## config.mk

```make
export PLATFORM = sky130hd
export DESIGN_NAME = inst_fetch_ctrl
export DESIGN_NICKNAME = d
export VERILOG_FILES = /design/src/rtl/inst_fetch_ctrl.sv
export SDC_FILE = /design/constraint.sdc
export NUM_CORES = 1
export LEC_CHECK = 0
export ABC_CLOCK_PERIOD_IN_PS = 3050
export CAP_MARGIN = 0
export CELL_PAD_IN_SITES_DETAIL_PLACEMENT = 1
export CELL_PAD_IN_SITES_GLOBAL_PLACEMENT = 1
export CORE_ASPECT_RATIO = 1.2
export CORE_MARGIN = 2
export CORE_UTILIZATION = 39
export DETAILED_ROUTE_END_ITERATION = 8
export PLACE_DENSITY_LB_ADDON = 0.1
export SLEW_MARGIN = 40
export SYNTH_ARGS = -nofsm -noshare
export SYNTH_HDL_FRONTEND = slang
export SYNTH_SLANG_ARGS = --single-unit
```

## constraint.sdc

```tcl
create_clock -name clk -period 3.05 [get_ports clk]
set_input_delay 0.4575 -clock clk [delete_from_list [all_inputs] [get_ports clk]]
set_output_delay 0.4575 -clock clk [all_outputs]
set_load 0.02 [all_outputs]
```

## src/rtl/inst_fetch_ctrl.sv

```systemverilog
// Instruction fetch sequencer: owns the fetch PC, reads the ROM, buffers words in a prefetch FIFO.
// Optional build macro FETCH_STATS_EN adds push and full-stall counters.
module inst_fetch_ctrl #(
    parameter logic [31:0] RESET_PC   = 32'h0000_0000,
    parameter int          FIFO_DEPTH = 4,
    parameter int          MEM_WORDS  = 256
) (
    input  logic                          clk,
    input  logic                          rst_n,
    output logic                          rom_read_enable,
    output logic [31:0]                   rom_addr,
    input  logic [31:0]                   rom_inst,
    input  logic                          redirect_valid,
    input  logic [31:0]                   redirect_pc,
    output logic                          inst_valid,
    input  logic                          inst_ready,
    output logic [31:0]                   inst_data,
    output logic [31:0]                   inst_pc,
    output logic [$clog2(FIFO_DEPTH):0]   fifo_count,
    output logic                          fetch_fault,
    output logic [1:0]                    state_dbg
`ifdef FETCH_STATS_EN
    ,
    output logic [31:0]                   stat_fetched,
    output logic [31:0]                   stat_stall
`endif
);
    localparam int PTR_W = $clog2(FIFO_DEPTH);
    localparam int CNT_W = PTR_W + 1;
    localparam logic [CNT_W-1:0] DEPTH_C = CNT_W'(FIFO_DEPTH);
    localparam logic [31:0] NOP = 32'h0000_0013;

    typedef enum logic [1:0] {
        S_IDLE  = 2'd0,
        S_FETCH = 2'd1,
        S_HALT  = 2'd2
    } state_t;

    state_t             state_q, state_d;
    logic [31:0]        fetch_pc_q;
    logic               fault_q;
    logic [CNT_W-1:0]   count_q;
    logic [PTR_W-1:0]   rd_ptr_q, wr_ptr_q;
    logic [31:0]        data_mem [FIFO_DEPTH];
    logic [31:0]        pc_mem   [FIFO_DEPTH];

    logic               redirect_take;
    logic               push;
    logic               pop;
    logic               out_of_range;
    logic [31:0]        push_word;

    // Handshake: the head transfers on a rising edge where inst_valid and inst_ready are both high.
    // A redirect accepted on that edge wins: the pop and any push are discarded with the flush.
    assign redirect_take = redirect_valid && (state_q != S_IDLE);
    assign push          = (state_q == S_FETCH) && (count_q < DEPTH_C) && !redirect_valid;
    assign pop           = inst_valid && inst_ready && !redirect_take;
    assign out_of_range  = {2'b00, fetch_pc_q[31:2]} >= 32'(MEM_WORDS);
    assign push_word     = out_of_range ? NOP : rom_inst;

    assign rom_read_enable = push;
    assign rom_addr        = fetch_pc_q;
    assign inst_valid      = (count_q != '0);
    assign inst_data       = inst_valid ? data_mem[rd_ptr_q] : 32'h0;
    assign inst_pc         = inst_valid ? pc_mem[rd_ptr_q] : 32'h0;
    assign fifo_count      = count_q;
    assign fetch_fault     = fault_q;
    assign state_dbg       = state_q;

    always_comb begin
        state_d = state_q;
        case (state_q)
            S_IDLE:  state_d = S_FETCH;
            S_FETCH,
            S_HALT:  if (redirect_valid)
                         state_d = (redirect_pc[1:0] != 2'b00) ? S_HALT : S_FETCH;
            default: state_d = S_IDLE;
        endcase
    end

    always_ff @(posedge clk or negedge rst_n) begin
        if (!rst_n) begin
            state_q    <= S_IDLE;
            fetch_pc_q <= RESET_PC;
            fault_q    <= 1'b0;
            count_q    <= '0;
            rd_ptr_q   <= '0;
            wr_ptr_q   <= '0;
        end else begin
            state_q <= state_d;
            if (redirect_take) begin
                fetch_pc_q <= redirect_pc;
                fault_q    <= (redirect_pc[1:0] != 2'b00);
                count_q    <= '0;
                rd_ptr_q   <= '0;
                wr_ptr_q   <= '0;
            end else begin
                if (push) begin
                    fetch_pc_q <= fetch_pc_q + 32'd4;
                    wr_ptr_q   <= wr_ptr_q + 1'b1;
                end
                if (pop)
                    rd_ptr_q <= rd_ptr_q + 1'b1;
                case ({push, pop})
                    2'b10:   count_q <= count_q + 1'b1;
                    2'b01:   count_q <= count_q - 1'b1;
                    default: count_q <= count_q;
                endcase
            end
        end
    end

    // Storage needs no reset: entries are only visible while counted as occupied.
    always_ff @(posedge clk) begin
        if (push) begin
            data_mem[wr_ptr_q] <= push_word;
            pc_mem[wr_ptr_q]   <= fetch_pc_q;
        end
    end

`ifdef FETCH_STATS_EN
    always_ff @(posedge clk or negedge rst_n) begin
        if (!rst_n) begin
            stat_fetched <= 32'h0;
            stat_stall   <= 32'h0;
        end else begin
            if (push)
                stat_fetched <= stat_fetched + 32'd1;
            if ((state_q == S_FETCH) && (count_q == DEPTH_C))
                stat_stall <= stat_stall + 32'd1;
        end
    end
`endif

endmodule

```

==> results.sh, run 1 <==
export IMPL_finalSetupViolCount=0
export IMPL_slew_headroom_pct=54.4
export IMPL_critPathTopFamily="buffers and inverters"
export IMPL_htreeDepth=1
export IMPL_cp_start_kind="flop"
export IMPL_syn_avg_cell_area_um2=17.3
export IMPL_insertion_delay_ns=0.54
export IMPL_p_leak_nw=6.03
export IMPL_numCtsBuffers=31
export IMPL_crit_type="reg -> out"
export IMPL_initial_core_util_pct=39.3
export IMPL_vias_per_cell=5.29
export IMPL_drv_slew=0
export IMPL_worstMarginPinSlew_ns=0.684
export IMPL_ios=172
export IMPL_die_h_um=198
export IMPL_routed_wl_mm=31.4
export IMPL_ys_flop_type="edfxtp_1"
export IMPL_cp_buffers_inverters=2
export IMPL_period_minus_slack_ns=3.01
export IMPL_hold_ws_ns=0.415
export IMPL_cts_tree="built"
export IMPL_worstPathArrival_ns=2.55
export IMPL_p_sw_w=0.00533
export IMPL_worst_path_max_delay_cell="dfrtp_4"
export IMPL_dr_pass1_iters=7
export IMPL_postLayoutCoreUtil_pct=51.8
export IMPL_cpPeakStageDelay_ns=0.55
export IMPL_finalHoldViolCount=0
export IMPL_seqPwrFrac_pct=37.5
export IMPL_dp_slack_ns=0.324
export IMPL_synth_edff_count=256
export IMPL_path_depth=4
export IMPL_hold_path_class="in -> async"
export IMPL_setup_tns_ns=0
export IMPL_syn_nets=787
export IMPL_antenna_found_initial=0
export IMPL_clock_sinks=298
export IMPL_power_density_nw_per_um2=978
export IMPL_worstPathMaxFanout=13
export IMPL_mappedNetlistArea_um2=12200
export IMPL_regArea_um2=8750
export IMPL_place_port_buffers=171
export IMPL_path_clk_slew_ns=0.06
export IMPL_end_kind="output pin"
export IMPL_dpl_hpwl_mm=20.0
export IMPL_multi_input_area_um2=3360
export IMPL_seq_area_frac_synth_pct=71.3
export IMPL_critPathRequiredTime_ns=2.59
export IMPL_die_area_um2=32800
export IMPL_grt_usage_pct=18.8
export IMPL_comb_power_share_pct=37.9
export IMPL_grt_pass1_vias=7900
export IMPL_reg2regPathDepth=8
export IMPL_layout_nets=1009
export IMPL_irDropWorstVdd_mv=0.514
export IMPL_skew_ns=0.00968
export IMPL_power_internal_w=0.0105
export IMPL_antenna_cells=0
export IMPL_synthDistinctLibCells=44
export IMPL_critical_path_cell_chain="clkbuf_16 > mux4_2 > and2_1 > clkdlybuf4s50_1"
export IMPL_ys_ff_latch=298
export IMPL_swShare_pct=33.7
export IMPL_first_iter_violations=416
export IMPL_power_frac_clock_pct=24.7
export IMPL_grt_max_degree=51
export IMPL_row_count=71
export IMPL_wl_per_cell_um=23.2
export IMPL_fp_dieW_um=166
export IMPL_synth_cells=709
export IMPL_grt_pass1_wl_mm=47.8
export IMPL_status="finished, final reports clean"
export IMPL_area_growth_synth_to_final_pct=31.8
export IMPL_final_cell_mix="256 x edfxtp_1, 117 x clkdlybuf4s50_1, 97 x and2_1"
export IMPL_ys_warn_count=0
export IMPL_fmax_mhz=333
export IMPL_cts_path_max_buffers=3
export IMPL_fin_ws_ns=0.0429
export IMPL_drc=0
export IMPL_cap_violations=0
export IMPL_post_route_period_util_pct=98.6
export IMPL_vias=7178
export IMPL_grt_ovfl_total=0
export IMPL_drtAntennaViolNets=0
export IMPL_async_flop_share_pct=14.1
export IMPL_core_area_um2=31200
export IMPL_fillers=2919
export IMPL_layout_commonest_cell="edfxtp_1"
export IMPL_drive_gt1_share_pct=18.8
export IMPL_cts_root_buf="clkbuf_16"
export IMPL_routabilityCongestion=0.746
[cell type report]
type	instances	share of cell area (%)
Sequential cell	298	54.2
Timing Repair Buffer	225	15.2
Multi-Input combinational cell	367	20.8
Clock buffer	37	5.07
Inverter	8	0.186
Tap cell	401	3.11
Clock inverter	20	1.43
[cells in the mapped netlist (3+ instances only)]
library cell	n	area, um2
buf_2	4	20.0
buf_1	5	18.8
inv_1	8	30.0
or3_1	4	25.0
nor2_1	18	67.6
xor2_1	17	149
nand4_1	11	68.8
a211oi_1	5	37.5
nand3_1	13	65.1
clkbuf_1	26	97.6
nand2b_1	3	18.8
o21ai_0	24	120
edfxtp_1	256	7690
and3_1	6	37.5
nor3_1	8	40.0
and2_1	101	632
dfrtp_1	42	1050
ha_1	9	113
mux4_2	64	1440
a31oi_1	3	18.8
nand2_1	40	150
xnor2_1	3	26.3
nor4_1	9	56.3
a21oi_1	4	20.0
a311oi_1	3	26.3
[final timing paths]
kind | startpoint | end | slack (ns)
setup reg to reg | fifo_count[0] | fifo_count[2] | 0.47
min in group clk | redirect_pc[8] | rom_addr[8] | 0.48
setup / recovery | rd_ptr_q[0] | inst_pc[14] | 0.04
max in group asynchronous | rst_n | fifo_count[0] | 2.02
hold / removal | rst_n | rom_addr[18] | 0.41
hold reg to reg | fetch_fault | fetch_fault | 0.52
[timing repair]
action | in CTS | in global routing
gates cloned | 0 | 2
hold buffers | 1 | 0
setup endpoints to repair | 64 | 62
resized for setup | 1 | 58
buffers inserted | 2 | 17
hold endpoints to repair | 16 | 0
[registers in the layout (all words and copies together), names as in the netlist]
signal,count
data_mem,128
state_dbg,2
fetch_fault,1
wr_ptr_q,2
fifo_count,3
pc_mem,128
rom_addr,32
rd_ptr_q,2
[logic make-up (layout without fill, tap and decap cells)]
logic type	after synthesis	count (layout)	synth area share, %
AOI/OAI and AO/OA	46	46	2.27
xor gates and xnor gates	20	20	1.43
adders and majority gates	10	10	1.08
buffers and inverters	44	290	1.45
DFF	298	298	71.3
muxes	67	67	12.0
and+or+nand+nor	224	224	10.4
[through the flow]
step | cell area, um2 | std cells | power (W)
after floorplan | 12300 | 709 | 0.00897
after global placement | 14700 | 1277 | 0.0118
after detailed placement | 14700 | 1277 | 0.0119
after CTS | 15800 | 1337 | 0.0158
after global routing | 16100 | 1356 | 0.0166
final | 16100 | 1356 | 0.0158
[power groups by stage]
stage / sequential (W) / combinational [W] / clock, W
floorplan: 0.00599 / 0.00298 / 0
global placement: 0.00595 / 0.00582 / 0
detailed placement: 0.00603 / 0.00585 / 0
CTS: 0.00592 / 0.00595 / 0.00398
global route: 0.00600 / 0.00642 / 0.00415
finish: 0.00592 / 0.00598 / 0.00389
[metal layers]
metal / track usage, % / up-vias / wire, um
met4: 3.70 / 0 / 503
met1: 25.0 / 3780 / 13700
met2: 33.4 / 164 / 16200
met3: 2.50 / 45 / 1090
met5: 0 / - / 0
li1: - / 3189 / -
Note: power is estimated with default switching activity, not from simulation.
==> inputs of run 2 (changes only) <==
ABC_CLOCK_PERIOD_IN_PS = 2700   (was 3050)
CTS_BUF_LIST = sky130_fd_sc_hd__clkbuf_4   (was unset)
clock period = 2.7 ns   (was 3.05 ns; I/O delays follow)
==> run 2 against run 1 <==
Against the previous run:
- total power is 14% higher
- highest routed layer unchanged
- utilization is 0.24 points higher
- combinational power is 31% higher
- clock skew is 0.027 ns higher
- first-iteration DRC count is 1.9% lower
- routed wire length is 1.8% higher
- via count is 3.9% higher
- register-to-register slack worse by 0.26 ns
==> results.sh, run 2 (synthesized netlist as in run 1, its figures left out) <==
export IMPL_worstMarginPinSlew_ns=0.699
export IMPL_hold_path_class="in -> reg"
export IMPL_dpl_hpwl_mm=20.5
export IMPL_finalPower_w=0.0180
export IMPL_cp_start_kind="flop"
export IMPL_rsz0062_at_grt="yes"
export IMPL_drv_slew=0
export IMPL_path_depth=5
export IMPL_drc=0
export IMPL_reg2regPathDepth=8
export IMPL_place_port_buffers=171
export IMPL_worst_path_max_delay_cell="mux4_2"
export IMPL_fin_cells=1444
export IMPL_startpoint="rd_ptr_q[0]"
export IMPL_insertion_delay_ns=0.67
export IMPL_finalSetupViolCount=0
export IMPL_fin_ws_ns=0.0271
export IMPL_grt_ovfl_total=0
export IMPL_period_minus_slack_ns=2.67
export IMPL_final_cell_mix="256 x edfxtp_1, 112 x clkbuf_4, 104 x clkdlybuf4s50_1"
export IMPL_dp_cells=1294
export IMPL_grt_pass1_vias=8512
export IMPL_cts_path_max_buffers=3
export IMPL_slew_headroom_pct=53.4
export IMPL_routed_wl_mm=32.0
export IMPL_grt_usage_pct=19.9
export IMPL_setup_worst_path_end="inst_pc[1]"
export IMPL_r2r_end="rom_addr[25]"
export IMPL_crit_type="reg -> out"
export IMPL_first_iter_violations=408
export IMPL_critPathTopFamily="multiplexers"
export IMPL_antenna_found_initial=2
export IMPL_wl_per_cell_um=22.2
export IMPL_r2r_start="state_dbg[1]"
export IMPL_ios=172
export IMPL_status="finished, final reports clean"
export IMPL_cap_violations=0
export IMPL_grt_max_degree=51
export IMPL_worstPathMaxFanout=6
export IMPL_vias=7455
export IMPL_end_kind="output pin"
export IMPL_skew_ns=0.0372
export IMPL_fp_dieW_um=166
export IMPL_power_density_nw_per_um2=1110
export IMPL_worstPathArrival_ns=2.27
export IMPL_regToRegSetupSlack_ns=0.21
export IMPL_post_route_period_util_pct=99.0
export IMPL_initial_core_util_pct=39.3
export IMPL_grt_pass1_wl_mm=49.7
export IMPL_clock_sinks=298
export IMPL_numCtsBuffers=74
export IMPL_critPathRequiredTime_ns=2.30
export IMPL_cts_tree="built"
export IMPL_path_clk_slew_ns=0.07
export IMPL_postLayoutCoreUtil_pct=52.0
export IMPL_row_count=71
export IMPL_crit_top_cell="buf_6"
export IMPL_htreeDepth=3
export IMPL_irDropWorstVdd_mv=0.532
export IMPL_layout_nets=1059
export IMPL_area_growth_synth_to_final_pct=32.5
export IMPL_drive_gt1_share_pct=36.5
export IMPL_cpPeakStageDelay_ns=0.52
export IMPL_cp_buffers_inverters=3
export IMPL_cts_root_buf="clkbuf_4"
export IMPL_fmax_mhz=374
export IMPL_routabilityCongestion=0.793
export IMPL_finalHoldViolCount=0
export IMPL_dr_pass1_iters=4
export IMPL_die_h_um=198
export IMPL_drtAntennaViolNets=0
export IMPL_dp_slack_ns=-0.0520
export IMPL_critical_path_cell_chain="buf_6 > buf_16 > mux4_2 > and2_4 > buf_6"
export IMPL_vias_per_cell=5.16
export IMPL_die_area_um2=32800
export IMPL_layout_commonest_cell="edfxtp_1"
export IMPL_hold_ws_ns=0.296
export IMPL_p_leak_nw=5.76
export IMPL_core_area_um2=31200
-- run 2: worst min-delay path by stage --
stage | startpoint | to | slack [ns] | depth (start not counted)
after detailed placement | fetch_fault | fetch_fault | 0.48 | 2
final | redirect_pc[13] | rom_addr[13] | 0.30 | 3
after CTS | redirect_pc[13] | rom_addr[13] | 0.23 | 3
after floorplan | rst_n | fetch_fault | 0.11 | 0
after global routing | redirect_pc[15] | rom_addr[15] | 0.27 | 3
after global placement | fetch_fault | fetch_fault | 0.47 | 2
-- run 2: stage by stage --
stage,TNS (ns),cell area [um2]
after floorplan,-78.35,12300
after global placement,0,14900
after detailed placement,-0.0892,14900
after CTS,-1.98,16200
after global routing,-3.15,16200
final,0,16200
-- run 2: power breakdown --
| part | switching [W] | leakage (nW) | internal, W |
|---|---|---|---|
| clock | 0.00178 | 0.577 | 0.00191 |
| combinational | 0.00385 | 2.41 | 0.00398 |
| sequential | 0.000642 | 2.77 | 0.00586 |
| total | 0.00627 | 5.76 | 0.0118 |
-- run 2: per-layer routing --
layer	up-vias	track usage, %	share of wire, %
met3	43	4.42	4.4
li1	3340	-	-
met1	3855	24.7	41
met2	217	34.9	53
met4	0	6.57	1.6
met5	-	0	0
-- run 2: repair_timing --
action | 4_1_cts | 5_1_grt
endpoints found under the hold margin | 25 | 0
gates resized for setup | 397 | 41
hold buffers | 1 | 0
setup endpoints to repair | 66 | 65
setup buffers | 8 | 0
cloned | 6 | 0
pin swaps | 11 | 1
-- run 2: area by class of cell --
class | instances | area, um2
Multi-Input combinational cell | 367 | 3500
Clock buffer | 112 | 841
Inverter | 8 | 30.0
Antenna cell | 2 | 5.00
Clock inverter | 24 | 100
Sequential cell | 298 | 8750
Timing Repair Buffer | 232 | 2500
Fill cell | 2967 | 15000
Tap cell | 401 | 502
-- run 2: worst reg2reg max path: stages, from the launching register on --
cell and delay [ns]:
dfrtp_1 0.42, inv_1 0.10, ha_1 0.17, or3b_4 0.42, nor4_1 0.61, buf_4 0.25
nand4_1 0.11, xor2_1 0.20, o21ai_0 0.10
